==> config.mk <==
export PLATFORM = sky130hd
export DESIGN_NAME = mem_datos_param
export DESIGN_NICKNAME = d
export VERILOG_FILES = /design/src/rtl/mem_datos_param.sv
export SDC_FILE = /design/constraint.sdc
export NUM_CORES = 1
export LEC_CHECK = 0
export BUFFER_PORTS_ARGS = -buffer_cell sky130_fd_sc_hd__buf_2
export CAP_MARGIN = 20
export CELL_PAD_IN_SITES_DETAIL_PLACEMENT = 0
export CELL_PAD_IN_SITES_GLOBAL_PLACEMENT = 1
export CORE_UTILIZATION = 45
export CTS_BUF_LIST = sky130_fd_sc_hd__clkbuf_8 sky130_fd_sc_hd__clkbuf_16
export DETAILED_ROUTE_END_ITERATION = 16
export PLACE_DENSITY = 0.77
export REMOVE_ABC_BUFFERS = 1
export SYNTH_ARGS = -nofsm -noshare
export SYNTH_HDL_FRONTEND = slang
export SYNTH_SLANG_ARGS = --single-unit
==> constraint.sdc <==
create_clock -name clk -period 3.7 [get_ports clk]
set_input_delay 0.185 -clock clk [delete_from_list [all_inputs] [get_ports clk]]
set_output_delay 0.185 -clock clk [all_outputs]
set_load 0.05 [all_outputs]
==> src/rtl/mem_datos_param.sv <==
// mem_datos_param: parametrised, byte-writable data memory for the processor datapath.
//
// A DEPTH-word array mapped at BASE_ADDR. It is accessed through active-low request
// strobes with WAIT_STATES programmable wait cycles. Each access completes with a
// one-cycle acknowledge, and an error flag marks out-of-range or misaligned addresses.
//
// Ports
//   clk           clock, all state changes on the rising edge
//   rst           synchronous active-high reset
//   Mem_rd        read request strobe, active-low (wins over Mem_wr)
//   Mem_wr        write request strobe, active-low
//   Dir_Mem       byte address
//   Dato_Mem_in   write data
//   Byte_en       write lane enables, lane i = bits [8i+7:8i]
//   Dato_Mem_out  read data, held until the next read completes
//   Mem_busy      high while a request waits (WAIT state)
//   Mem_ack       one-cycle completion pulse
//   Mem_err       qualified by Mem_ack: the access was out of range or misaligned
//
// Configuration macro: MEM_DATOS_INIT_EN
//   defined   : the array is built from reset flops; rst loads word0..2 with fixed
//               values and clears every other word.
//   undefined : rst leaves the array untouched, so the array can map to RAM.

module mem_datos_param #(
  parameter int unsigned             DATA_W       = 32,
  parameter int unsigned             ADDR_W       = 32,
  parameter int unsigned             DEPTH        = 16,
  parameter logic [ADDR_W-1:0]       BASE_ADDR    = 32'h10000000,
  parameter int unsigned             WAIT_STATES  = 1,
  parameter logic [DATA_W-1:0]       DEFAULT_DATA = 32'h0000000F
) (
  input  logic                  clk,
  input  logic                  rst,
  input  logic                  Mem_rd,
  input  logic                  Mem_wr,
  input  logic [ADDR_W-1:0]     Dir_Mem,
  input  logic [DATA_W-1:0]     Dato_Mem_in,
  input  logic [DATA_W/8-1:0]   Byte_en,
  output logic [DATA_W-1:0]     Dato_Mem_out,
  output logic                  Mem_busy,
  output logic                  Mem_ack,
  output logic                  Mem_err
);

  localparam int unsigned NumBytes = DATA_W / 8;
  localparam int unsigned IdxW     = (DEPTH > 1) ? $clog2(DEPTH) : 1;

  typedef enum logic [1:0] {
    StIdle,
    StWait,
    StDone
  } state_e;

  state_e                state_q, state_d;
  logic [3:0]            cnt_q, cnt_d;
  logic [ADDR_W-1:0]     addr_q;
  logic [DATA_W-1:0]     wdata_q;
  logic [NumBytes-1:0]   be_q;
  logic                  op_rd_q;
  logic                  err_q, err_d;
  logic [DATA_W-1:0]     dout_q, dout_d;
  logic                  accept;

  logic [DATA_W-1:0]     mem_q [DEPTH];

  // Address decode on the latched request address.
  logic [ADDR_W-1:0]     offset;
  logic                  in_lo, in_hi, aligned, addr_ok;
  logic [IdxW-1:0]       idx;
  logic                  access;
  logic                  mem_we;
  logic [DATA_W-1:0]     rdata;

  always_comb begin
    offset  = addr_q - BASE_ADDR;
    // An address below the base wraps the subtraction, so it is rejected explicitly.
    in_lo   = (addr_q >= BASE_ADDR);
    in_hi   = ((offset >> 2) < ADDR_W'(DEPTH));
    aligned = (addr_q[1:0] == 2'b00);
    addr_ok = in_lo & in_hi & aligned;
    idx     = offset[IdxW+1:2];
  end

  assign rdata  = mem_q[idx];
  assign access = (state_q == StWait) && (cnt_q == 4'd0);
  // rst has priority, so an access that coincides with reset never commits.
  assign mem_we = access & ~op_rd_q & addr_ok & ~rst;

  // Next-state and datapath updates.
  always_comb begin
    state_d = state_q;
    cnt_d   = cnt_q;
    err_d   = err_q;
    dout_d  = dout_q;
    accept  = 1'b0;

    unique case (state_q)
      StIdle: begin
        err_d = 1'b0;
        if (!Mem_rd || !Mem_wr) begin
          accept  = 1'b1;
          cnt_d   = 4'(WAIT_STATES);
          state_d = StWait;
        end
      end
      StWait: begin
        if (cnt_q != 4'd0) begin
          cnt_d = cnt_q - 4'd1;
        end else begin
          state_d = StDone;
          err_d   = ~addr_ok;
          if (op_rd_q) begin
            dout_d = addr_ok ? rdata : DEFAULT_DATA;
          end
        end
      end
      StDone: begin
        state_d = StIdle;
      end
      default: begin
        state_d = StIdle;
      end
    endcase
  end

  always_ff @(posedge clk) begin
    if (rst) begin
      state_q <= StIdle;
      cnt_q   <= 4'd0;
      err_q   <= 1'b0;
      dout_q  <= '0;
    end else begin
      state_q <= state_d;
      cnt_q   <= cnt_d;
      err_q   <= err_d;
      dout_q  <= dout_d;
    end
  end

  // Request capture; the strobes are only looked at in IDLE.
  always_ff @(posedge clk) begin
    if (rst) begin
      addr_q  <= '0;
      wdata_q <= '0;
      be_q    <= '0;
      op_rd_q <= 1'b0;
    end else if (accept) begin
      addr_q  <= Dir_Mem;
      wdata_q <= Dato_Mem_in;
      be_q    <= Byte_en;
      op_rd_q <= ~Mem_rd;
    end
  end

`ifdef MEM_DATOS_INIT_EN
  always_ff @(posedge clk) begin
    if (rst) begin
      for (int unsigned w = 0; w < DEPTH; w++) begin
        mem_q[w] <= '0;
      end
      mem_q[0] <= DATA_W'(32'h0000000A);
      mem_q[1] <= DATA_W'(32'h0BE12120);
      mem_q[2] <= DATA_W'(32'h00000001);
    end else if (mem_we) begin
      for (int unsigned i = 0; i < NumBytes; i++) begin
        if (be_q[i]) begin
          mem_q[idx][8*i +: 8] <= wdata_q[8*i +: 8];
        end
      end
    end
  end
`else
  // No reset on the array so it can map to block or distributed RAM.
  always_ff @(posedge clk) begin
    if (mem_we) begin
      for (int unsigned i = 0; i < NumBytes; i++) begin
        if (be_q[i]) begin
          mem_q[idx][8*i +: 8] <= wdata_q[8*i +: 8];
        end
      end
    end
  end
`endif

  assign Dato_Mem_out = dout_q;
  assign Mem_busy     = (state_q == StWait);
  assign Mem_ack      = (state_q == StDone);
  assign Mem_err      = (state_q == StDone) & err_q;

endmodule

==> results.cfg <==
[routing]
drt-total-wl_mm = 53.8
avgViaCountPerCell = 5.65
detailed_route_via_count = 12600
final_antenna_net_count = 0
drc = 0
detail_route.first_pass.iterations = 5
first_iter_violations = 1234
wl_per_cell_um = 24.0

[die]
effective_utilization_at_floorplan_pct = 45.6
core_region_um2 = 51400
placementRows = 83
dieHeight_um = 230
die_width_um = 230
boundaryPins = 107
die_area_um2 = 53000

[placement]
gp_congestion = 0.826
buffer_ports.inserted = 106
postPlaceCellArea_um2 = 24800
preCtsSetupSlack_ns = 0.588
hpwlAfterDp_mm = 33.3

[timing]
achievable_freq_ghz = 0.319
max_slew_margin_pct = 33.7
timing.clock.skew_ns = 0.0156
final.min_clock_period_ns = 3.13
unrepaired_setup_endpoints_after_global_routing = no
min_period_over_period_pct = 84.6
worst-slew-pin-transition_ns = 0.993
hold_slack_ns = 0.0344
setup_viol_count_final = 0
finalHoldViolations = 0
timing_max_transition_violations_final = 0
finalWorstSetupSlack_ns = 0.568

[pwr]
swShare_pct = 22.4
largest_voltage_drop_on_the_vdd_net_mv = 0.368
power_per_cell_area_nw_per_um2 = 555
post-layout-total-power_mw = 15.3
power.share.clock_pct = 40.8
power_switching_mw = 3.42
p_leak_nw = 9.22
power.sequential.fraction_pct = 52.2
cell_internal_pwr_mw = 11.9
comb_power_share_pct = 7.0

[cells_and_area]
final_layout_size_suffix_gt1_share_pct = 24.3
fillers = 3970
areaGrowthSynthToFinish_pct = 17.3
fin_nets = 1580
n_antenna_cell = 0
final_cell_area_um2 = 27500
finish.utilization_pct = 53.5

[global_routing]
initial_antenna_violation_count = 0
grt_start_max_net_pins = 50
grt_usage_pct = 20.4
grt_pass1_wl_mm = 80.1
globalRouteOverflowTotal = 0
first_global_vias = 12900

[synth]
ys_seq_area_share_pct = 74.8
synth.distinct_cells = 43
cells_taking_the_most_area_after_synthesis = sky130_fd_sc_hd__edfxtp_1 (66%), sky130_fd_sc_hd__mux4_2 (11%), sky130_fd_sc_hd__dfxtp_1 (9.2%)
synthDominantCellAreaShare_pct = 65.6
synthTopCellsByCount = sky130_fd_sc_hd__edfxtp_1 (512), sky130_fd_sc_hd__nand2_1 (179), sky130_fd_sc_hd__mux4_2 (116), sky130_fd_sc_hd__dfxtp_1 (108), sky130_fd_sc_hd__a21oi_1 (71)
synthMostInstantiatedCell = sky130_fd_sc_hd__edfxtp_1
synth-edff-count = 512
synth-async-reset-ratio_pct = 0
synth_ff_type = sky130_fd_sc_hd__edfxtp_1
post_synth_instance_area_um2 = 23400
synth_top_cell_by_area = sky130_fd_sc_hd__edfxtp_1
yosysWarningCount = 0
synthesis.area_per_instance_um2 = 17.9
synth_seq_cells = 620
syn_inst = 1309

[worst_setup_path]
crit_path_max_fanout = 16
max_stage_delay_ns = 0.78
path_cells = inv_1 > ha_1 > or3b_1 > nor3_2 > nand4_2 > nor2_1
critical_path_buf_inv_count = 1
critical_path.slowest_cell = sky130_fd_sc_hd__nor2_1
worstPathArrival_ns = 3.37
critical_path_required_ns = 3.94
critPathCaptureType = flip-flop
kind_of_cell_with_the_highest_combined_delay_on_the_critical_path = simple AND/OR/NAND/NOR gates
timing.setup.critical_path_class = reg2reg
timing.critical_path.from_type = flip-flop

[clocking]
worst_setup_hold_path_clk_slew_ns = 0.06
ctsHtreeMaxLevel = 2
numClockSinks = 620
cts_tree = built
cts_setup_buffers = 0
worst_skew_pair.late_latency_ns = 0.62
clock_tree.buffer_depth = 3
cts-buffers-inserted = 59
ctsRootBufferMaster = sky130_fd_sc_hd__clkbuf_16

[worst_hold_path]
hold_path.class = in2reg

[job]
cap_violations = 0

[outcome]
outcome = completed
## state kept, by name, indices dropped and copies added, names as in the netlist
signal and flops:
cnt_q 4, addr_q 32, wdata_q 32, Dato_Mem_out 32, be_q 4, op_rd_q 1
err_q 1, state_q 2, mem_q 512
## routing by layer
metal | track usage [%] | part of all wire [%] | vias up
li1 | - | - | 5597
met5 | 0 | 0 | -
met1 | 27.4 | 41 | 6443
met2 | 33.6 | 49 | 509
met3 | 4.45 | 7.9 | 79
met4 | 5.71 | 2.1 | 0
## per-stage QoR
step,cells,TNS [ns]
6_report,2237,0
5_1_grt,2237,0
4_1_cts,2237,0
3_5_place_dp,2055,0
3_3_place_gp,2055,0
2_1_floorplan,1227,-1523.75
## placed cells by master (no fill, tap or decap), types with 2 or more instances in the layout
master	n
sky130_fd_sc_hd__nor4_1	7
sky130_fd_sc_hd__xor2_1	2
sky130_fd_sc_hd__bufinv_16	10
sky130_fd_sc_hd__clkinv_2	13
sky130_fd_sc_hd__nor2b_1	7
sky130_fd_sc_hd__nor2_1	66
sky130_fd_sc_hd__nor3_1	5
sky130_fd_sc_hd__a32o_1	28
sky130_fd_sc_hd__mux4_2	116
sky130_fd_sc_hd__nand3_1	7
sky130_fd_sc_hd__clkinv_1	5
sky130_fd_sc_hd__nor4_2	3
sky130_fd_sc_hd__and2_1	2
sky130_fd_sc_hd__buf_2	105
sky130_fd_sc_hd__clkinvlp_4	2
sky130_fd_sc_hd__mux4_1	12
sky130_fd_sc_hd__ha_1	2
sky130_fd_sc_hd__a221oi_1	8
sky130_fd_sc_hd__inv_1	20
sky130_fd_sc_hd__edfxtp_1	512
sky130_fd_sc_hd__a22o_1	4
sky130_fd_sc_hd__clkbuf_8	4
sky130_fd_sc_hd__dfxtp_4	2
sky130_fd_sc_hd__a22oi_1	56
sky130_fd_sc_hd__nand2_1	179
sky130_fd_sc_hd__inv_6	4
sky130_fd_sc_hd__nand4_2	4
sky130_fd_sc_hd__buf_4	41
sky130_fd_sc_hd__dfxtp_1	106
sky130_fd_sc_hd__a21oi_1	70
sky130_fd_sc_hd__buf_12	2
sky130_fd_sc_hd__clkbuf_16	59
sky130_fd_sc_hd__dlygate4sd3_1	70
## path summary, 6_finish.rpt
kind,from,to,slack (ns),cells after the start
max,cnt_q[0],mem_q[8][20],0.57,6
min,rst,cnt_q[1],0.03,2
max reg2reg,cnt_q[0],mem_q[8][20],0.57,6
min reg2reg,be_q[1],be_q[1],0.45,2
## kinds of logic (layout without fill, tap and decap cells)
group | count (synthesis) | after routing | synth area share [%]
flops | 620 | 620 | 74.8
xor+xnor | 2 | 2 | 0.0747
fa+ha+maj | 2 | 2 | 0.107
simple gates | 295 | 295 | 5.40
buf+inv | 90 | 338 | 2.01
compound gates | 171 | 171 | 5.07
mux | 129 | 129 | 12.5
## cell type report
class	count	area, µm²	area share, %
Inverter	8	30.0	0.109
Clock buffer	63	1530	5.57
Tap cell	680	851	3.09
Clock inverter	49	497	1.81
Timing Repair Buffer	218	1570	5.72
Multi-Input combinational cell	599	5490	19.9
Sequential cell	620	17500	63.8
## power groups by stage
stage	clock network, mW	logic, mW	registers [mW]
CTS	6.32	1.07	7.98
global route	6.58	1.16	8.00
finish	6.23	1.07	7.98
detailed placement	0	1.01	8.13
floorplan	0	0.686	8.06
global placement	0	1.00	8.12
## timing repair
item                                   4_1_cts  5_1_grt
endpoints found under the hold margin       69        0
hold buffers                                70        0
resized for setup                            0        0
(Power assumes the default switching activity.)
